### src/rtl/gd_pkg.sv
// Shared definitions for the gradient-descent iteration controller:
// termination codes, FSM state constants, Q24.8 limits and helpers.
package gd_pkg;

   // Termination cause reported on the status port.
   typedef enum logic [2:0] {
      STATUS_NONE      = 3'd0,
      STATUS_CONVERGED = 3'd1,
      STATUS_MAX_ITER  = 3'd2,
      STATUS_OVERFLOW  = 3'd3,
      STATUS_TIMEOUT   = 3'd4
   } status_t;

   // Controller state, kept as plain constants for legacy tool flows.
   typedef logic [2:0] state_t;

   localparam state_t S_IDLE   = 3'd0;
   localparam state_t S_ISSUE  = 3'd1;
   localparam state_t S_WAIT   = 3'd2;
   localparam state_t S_UPDATE = 3'd3;
   localparam state_t S_FIN    = 3'd4;

   // Q24.8 constants: 0x100 is 1.0, so 0x4 is 0.015625.
   localparam logic [31:0] Q24_ONE     = 32'h0000_0100;
   localparam logic [31:0] TOL_DEFAULT = 32'h0000_0004;

   // Saturation limits of a signed Q24.8 word.
   localparam logic [31:0] Q24_MAX = 32'h7FFF_FFFF;
   localparam logic [31:0] Q24_MIN = 32'h8000_0000;

   // Magnitude of a signed 32-bit word in 33 bits, so that the most
   // negative value maps to +2^31 instead of wrapping back to itself.
   function automatic logic [32:0] abs33(input logic [31:0] v);
      logic [32:0] ext;
      ext = {v[31], v};
      return v[31] ? (33'd0 - ext) : ext;
   endfunction

endpackage

### src/rtl/q24_sat_sub.sv
// Combinational signed Q24.8 subtract y = a - b with clamping to the
// representable range; sat_o flags that the result was clamped.
module q24_sat_sub
   import gd_pkg::*;
(
   input  logic [31:0] a_i,
   input  logic [31:0] b_i,
   output logic [31:0] y_o,
   output logic        sat_o
);

   logic [32:0] diff;

   // Exact difference in 33 bits, then clamp when bits 32 and 31 disagree.
   always_comb begin
      // NOTE: every signal written here gets a default first, so no path
      // can leave it unassigned and infer a latch.
      y_o   = diff[31:0];
      sat_o = 1'b0;
      if (diff[32] != diff[31]) begin
         sat_o = 1'b1;
         y_o   = diff[32] ? Q24_MIN : Q24_MAX;
      end
   end

   assign diff = {a_i[31], a_i} - {b_i[31], b_i};

endmodule

### src/rtl/gd_iter_ctrl.sv
// Iteration controller for fixed-point gradient descent. Launches the
// central-difference gradient stage, applies x <- x - x_diff with
// saturation, and stops on convergence, iteration limit, overflow or
// a stalled gradient stage.
module gd_iter_ctrl
   import gd_pkg::*;
#(
   parameter int          MAX_ITER = 64,
   parameter int          ITER_W   = 8,
   parameter logic [31:0] TOL      = TOL_DEFAULT,
   parameter int          TIMEOUT  = 1024
) (
   input  logic              clk,
   input  logic              rst,
   input  logic              start,
   input  logic [31:0]       x_init,
   output logic              start_func,
   output logic [31:0]       x_cur,
   input  logic              func_done,
   input  logic [31:0]       x_diff_in,
   input  logic [63:0]       value_in,
   input  logic              ovf_in,
   output logic              busy,
   output logic              done,
   output logic [31:0]       x_final,
   output logic [63:0]       value_final,
   output logic [ITER_W-1:0] iter_count,
   output logic [2:0]        status,
   output logic              sat
);

   localparam int                TMO_W      = (TIMEOUT > 1) ? $clog2(TIMEOUT) : 1;
   localparam logic [TMO_W-1:0]  TMO_LAST   = TMO_W'(TIMEOUT - 1);
   localparam logic [ITER_W-1:0] ITER_LIMIT = ITER_W'(MAX_ITER);

   state_t            state_q,       state_d;
   logic [31:0]       x_cur_q,       x_cur_d;
   logic [31:0]       diff_q,        diff_d;
   logic              ovf_q,         ovf_d;
   logic [31:0]       x_final_q,     x_final_d;
   logic [63:0]       value_final_q, value_final_d;
   logic [ITER_W-1:0] iter_q,        iter_d;
   logic [2:0]        status_q,      status_d;
   logic              sat_q,         sat_d;
   logic [TMO_W-1:0]  tmo_q,         tmo_d;

   logic [31:0]       x_next;
   logic              x_next_sat;
   logic              step_small;

   // Candidate next point from the captured step.
   q24_sat_sub u_sub (
      .a_i   (x_cur_q),
      .b_i   (diff_q),
      .y_o   (x_next),
      .sat_o (x_next_sat)
   );

   assign step_small = (abs33(diff_q) <= {1'b0, TOL});

   // Next-state and datapath update for the whole controller.
   always_comb begin
      state_d       = state_q;
      x_cur_d       = x_cur_q;
      diff_d        = diff_q;
      ovf_d         = ovf_q;
      x_final_d     = x_final_q;
      value_final_d = value_final_q;
      iter_d        = iter_q;
      status_d      = status_q;
      sat_d         = sat_q;
      tmo_d         = tmo_q;

      case (state_q)
         S_IDLE: begin
            if (start) begin
               x_cur_d  = x_init;
               iter_d   = '0;
               status_d = STATUS_NONE;
               sat_d    = 1'b0;
               tmo_d    = '0;
               state_d  = S_ISSUE;
            end
         end

         S_ISSUE: begin
            tmo_d   = '0;
            state_d = S_WAIT;
         end

         S_WAIT: begin
            if (func_done) begin
               diff_d        = x_diff_in;
               value_final_d = value_in;
               ovf_d         = ovf_in;
               iter_d        = iter_q + 1'b1;
               state_d       = S_UPDATE;
            end else if (tmo_q == TMO_LAST) begin
               status_d  = STATUS_TIMEOUT;
               x_final_d = x_cur_q;
               state_d   = S_FIN;
            end else begin
               tmo_d = tmo_q + 1'b1;
            end
         end

         S_UPDATE: begin
            if (ovf_q) begin
               // The step is untrustworthy: report the point it was taken at.
               status_d  = STATUS_OVERFLOW;
               x_final_d = x_cur_q;
               state_d   = S_FIN;
            end else begin
               x_cur_d = x_next;
               if (x_next_sat) begin
                  sat_d = 1'b1;
               end
               if (step_small) begin
                  status_d  = STATUS_CONVERGED;
                  x_final_d = x_next;
                  state_d   = S_FIN;
               end else if (iter_q == ITER_LIMIT) begin
                  status_d  = STATUS_MAX_ITER;
                  x_final_d = x_next;
                  state_d   = S_FIN;
               end else begin
                  state_d = S_ISSUE;
               end
            end
         end

         S_FIN: begin
            state_d = S_IDLE;
         end

         default: begin
            state_d = S_IDLE;
         end
      endcase
   end

   // State registers with synchronous reset.
   always_ff @(posedge clk) begin
      // NOTE: registers use non-blocking assignment so every flop samples
      // the pre-edge values regardless of statement order.
      if (rst) begin
         state_q       <= S_IDLE;
         x_cur_q       <= '0;
         diff_q        <= '0;
         ovf_q         <= 1'b0;
         x_final_q     <= '0;
         value_final_q <= '0;
         iter_q        <= '0;
         status_q      <= STATUS_NONE;
         sat_q         <= 1'b0;
         tmo_q         <= '0;
      end else begin
         state_q       <= state_d;
         x_cur_q       <= x_cur_d;
         diff_q        <= diff_d;
         ovf_q         <= ovf_d;
         x_final_q     <= x_final_d;
         value_final_q <= value_final_d;
         iter_q        <= iter_d;
         status_q      <= status_d;
         sat_q         <= sat_d;
         tmo_q         <= tmo_d;
      end
   end

   assign start_func  = (state_q == S_ISSUE);
   assign done        = (state_q == S_FIN);
   assign busy        = (state_q != S_IDLE);
   assign x_cur       = x_cur_q;
   assign x_final     = x_final_q;
   assign value_final = value_final_q;
   assign iter_count  = iter_q;
   assign status      = status_q;
   assign sat         = sat_q;

endmodule
### config.mk
export PLATFORM = sky130hd
export DESIGN_NAME = gd_iter_ctrl
export DESIGN_NICKNAME = d
export VERILOG_FILES = /design/src/rtl/gd_pkg.sv /design/src/rtl/q24_sat_sub.sv /design/src/rtl/gd_iter_ctrl.sv
export SDC_FILE = /design/constraint.sdc
export NUM_CORES = 1
export LEC_CHECK = 0
export ABC_AREA = 1
export BUFFER_PORTS_ARGS = -buffer_cell sky130_fd_sc_hd__buf_4
export CORE_MARGIN = 1.5
export CORE_UTILIZATION = 42
export DETAILED_ROUTE_END_ITERATION = 16
export PLACE_DENSITY = 0.73
export SLEW_MARGIN = 20
export SYNTH_ARGS = -nofsm -noshare
export SYNTH_HDL_FRONTEND = slang
export SYNTH_SLANG_ARGS = --single-unit
### constraint.sdc
create_clock -name clk -period 7.6 [get_ports clk]
set_input_delay 0.76 -clock clk [delete_from_list [all_inputs] [get_ports clk]]
set_output_delay 0.76 -clock clk [all_outputs]
set_load 0.1 [all_outputs]
==> metrics.txt <==
clock power share 17.0%; # DRC 0; Avg Cell Area, Syn 6.286 um2; fmax 223.1 MHz; # port buffers 275; worst reg2reg startpoint state_q[0]; ANT cells 0; router iterations before antenna repair 6; FF+latch count, synth 186; Max clock buf depth 2; worst slew pin tran 1.055 ns; Worst EP arrival 4.84 ns; via count of the routed design 11,960; DRT iter0 DRCs 1,154; Synth Warn # 0; top-area cell type share of the netlist area 34.34%; first-pass GRT wire length 56.40 mm; vias in the first global route 11,040; peak supply drop 208.4 uV; Design Area, Final 13,690 um2; number of routed nets with antenna violations 0; Min-Delay Path Class flip-flop to flip-flop; outcome completed; dominant cells by area after synthesis dfxtp_1 (34%), nand2_1 (15%), nor2_1 (11%); Resized cells post-CTS 0; reg2reg setup slack 3.12 ns; HPWL after detailed placement 28.16 mm; post-CTS setup buffers 0; Synth Instances 1,725; Post-synth ARST share 0%; Worst Setup SP state_q[0]; Final period util 58.99%; crit path max fanout 50; via/cell ratio 5.214; internal power 0.002453 W; width of the chip 163.7 um; Filler cells 2,583; Rows 58; CTS H-tree depth 4; Final Hold Violating Endpoints 0; Yosys cell types 47; startpoint types flip-flop; Sw Share 55.93%; Initial Util 42.94%; dpl cell area 13,080 um2; fin nets 2,121; Post-synth EDFFs 0; max_cap viols 0; crit path capture x_cur[1]; clock transition at the registers of the reported paths 0.08 ns; Clock Latency Late Sink 0.45 ns; PD cells 406.6 nW/um2; setup TNS 0 ns; Core ar. 25,250 um2; final count of pins violating max slew 0; slowest stage cell, crit path nor2_2; total track usage 26.92%; GRT Residual Overflow 0; WP buf/inv 6; Synth area leader dfxtp_1; Final Critical Period 4.483 ns; gp weighted congestion 0.9714; RR Endpoint x_cur[1]; Worst setup EP type flip-flop; Setup Skew 0.01761 ns; Synth Flop Type dfxtp_1; R2R depth 12; cts bufs inserted 17; layout cell share with drive strength beyond 1 17.52%; RSZ-0062 raised after global routing no; IO Pins 276; synthesis-to-finish area growth 26.25%; slowest cell delay on critical path 0.62 ns; Post-Syn Area 10,840 um2; # hold bufs at CTS 0; CP top delay family buffers and inverters; pin count of the biggest net entering global routing 100; CTS tree yes; Crit Path Category flip-flop to flip-flop; die area 26,790 um2; Gate power share 60.7%; final wirelength 36.81 mm; P_sw 0.003114 W; TritonCTS Sinks 186; Die Y 163.7 um; CP most frequent cell inv_1; area of the multi-input gates 6153 um2; slew margin rel. 29.49%; register area share after synthesis 34.34%; Setup-failing EPs final 0; number of logic stages on the critical path including buffering 12; Root Buffer clkbuf_16; per-cell routed wire length 16.05 um; Worst Path Required 7.96 ns; Flop pwr share 22.3%; leakage 7.017 nW; Cell Chain, Critical Path inv_1 > nor3_4 > buf_4 > inv_1 > nor2_2 > buf_4 > inv_1 > nand2_1 > inv_2 > nor2_2 > o21ai_0 > o22ai_1; Mapped Nets 1,895; initial antenna violation count 0; register area 3724 um2
-- final cells by class --
class	instances	area share [%]
clock inverters	15	1.362
inverters	180	4.963
flip-flops and latches	186	27.20
repair buffers	281	15.41
multi-input cells	1285	44.95
clock buffers	17	3.107
well taps	330	3.016
-- synthesized netlist by cell type, types with 4 or more instances --
cell type	number
buf_2	15
nand4_1	12
a31oi_1	6
o211ai_1	17
nor2_1	327
o21ai_0	156
xnor2_1	7
inv_2	7
clkbuf_1	55
o22ai_1	10
ha_1	36
nor2_2	8
nor4_1	4
dfxtp_1	186
a211oi_1	4
nand2_1	427
o21ai_1	7
nand3_1	80
o21a_1	4
o21bai_1	7
nor3_1	14
o32ai_1	4
xor2_1	25
inv_1	172
a21oi_1	99
-- placed cells by master, fill, tap and decap left out, types with 9 or more instances in the layout --
cell,synthesis,layout
nor2_2,8,9
ha_1,36,36
nor3_1,14,14
buf_4,3,281
o211ai_1,17,17
inv_1,172,172
xor2_1,25,25
dfxtp_1,186,186
o22ai_1,10,10
clkbuf_16,0,17
nand2_1,427,427
nand4_1,12,12
o21ai_0,156,156
nand3_1,80,80
nor2_1,327,325
a21oi_1,99,99
-- worst min path at each step --
stage | start | end | slack, ns | depth (start not counted)
detailed placement | sat | sat | 0.45 | 2
global route | sat | sat | 0.49 | 2
global placement | sat | sat | 0.45 | 2
finish | sat | sat | 0.46 | 2
CTS | sat | sat | 0.46 | 2
floorplan | tmo_q[2] | tmo_q[2] | 0.46 | 2
-- metal layers --
layer  share of wire, %  global-route usage (%)  up-vias
met5                  0                       0        -
met4                3.4                   10.12        0
met3                7.4                   5.841       69
met2                 49                   47.28      463
met1                 41                   31.89     5435
li1                   -                       -     5994
-- power groups by stage --
stage / Combinational [W] / Sequential, W / Clock [W]
after CTS: 0.00335 / 0.00124 / 0.000960
after floorplan: 0.00182 / 0.00194 / 0
final: 0.00338 / 0.00124 / 0.000944
after global routing: 0.00367 / 0.00125 / 0.000994
after global placement: 0.00332 / 0.00126 / 0
after detailed placement: 0.00333 / 0.00126 / 0
-- worst reg2reg max path, stage by stage, from the launching register on --
cell     delay [ns]
dfxtp_1        0.40
inv_1          0.11
nor3_4         0.16
buf_4          0.44
inv_1          0.48
nor2_2         0.18
buf_4          0.37
inv_1          0.54
nand2_1        0.48
inv_2          0.23
nor2_2         0.62
o21ai_0        0.22
o22ai_1        0.18
-- state kept, by name, indices dropped and copies added, names as in the netlist --
register,flops
iter_count,8
x_cur,32
value_final,64
sat,1
state_q,3
tmo_q,10
ovf_q,1
status,3
x_final,32
diff_q,32
-- through the flow --
| step | cells | power (W) | utilization, % | hold slack, ns | worst slack [ns] |
|---|---|---|---|---|---|
| 6_report | 2294 | 0.005567 | 54.21 | 0.4606 | 3.117 |
| 5_1_grt | 2294 | 0.005921 | 54.21 | 0.4869 | 2.742 |
| 4_1_cts | 2294 | 0.005547 | 54.20 | 0.4583 | 2.901 |
| 3_5_place_dp | 2262 | 0.004591 | 51.78 | 0.4457 | 2.924 |
| 3_3_place_gp | 2262 | 0.004580 | 51.78 | 0.4470 | 3.160 |
| 2_1_floorplan | 1725 | 0.003767 | - | 0.4552 | 4.244 |
-- cells by family (layout without fill, tap and decap cells) --
| logic type | count (synthesis) | in the layout | share of synthesized area, % |
|---|---|---|---|
| DFF | 186 | 186 | 34.34 |
| AOI/OAI and AO/OA | 323 | 323 | 16.22 |
| and+or+nand+nor | 893 | 893 | 33.45 |
| adders and majority gates | 37 | 37 | 4.338 |
| xor gates and xnor gates | 32 | 32 | 2.585 |
| buffers and inverters | 254 | 493 | 9.069 |
No activity file was read; power rests on OpenSTA's default activity.
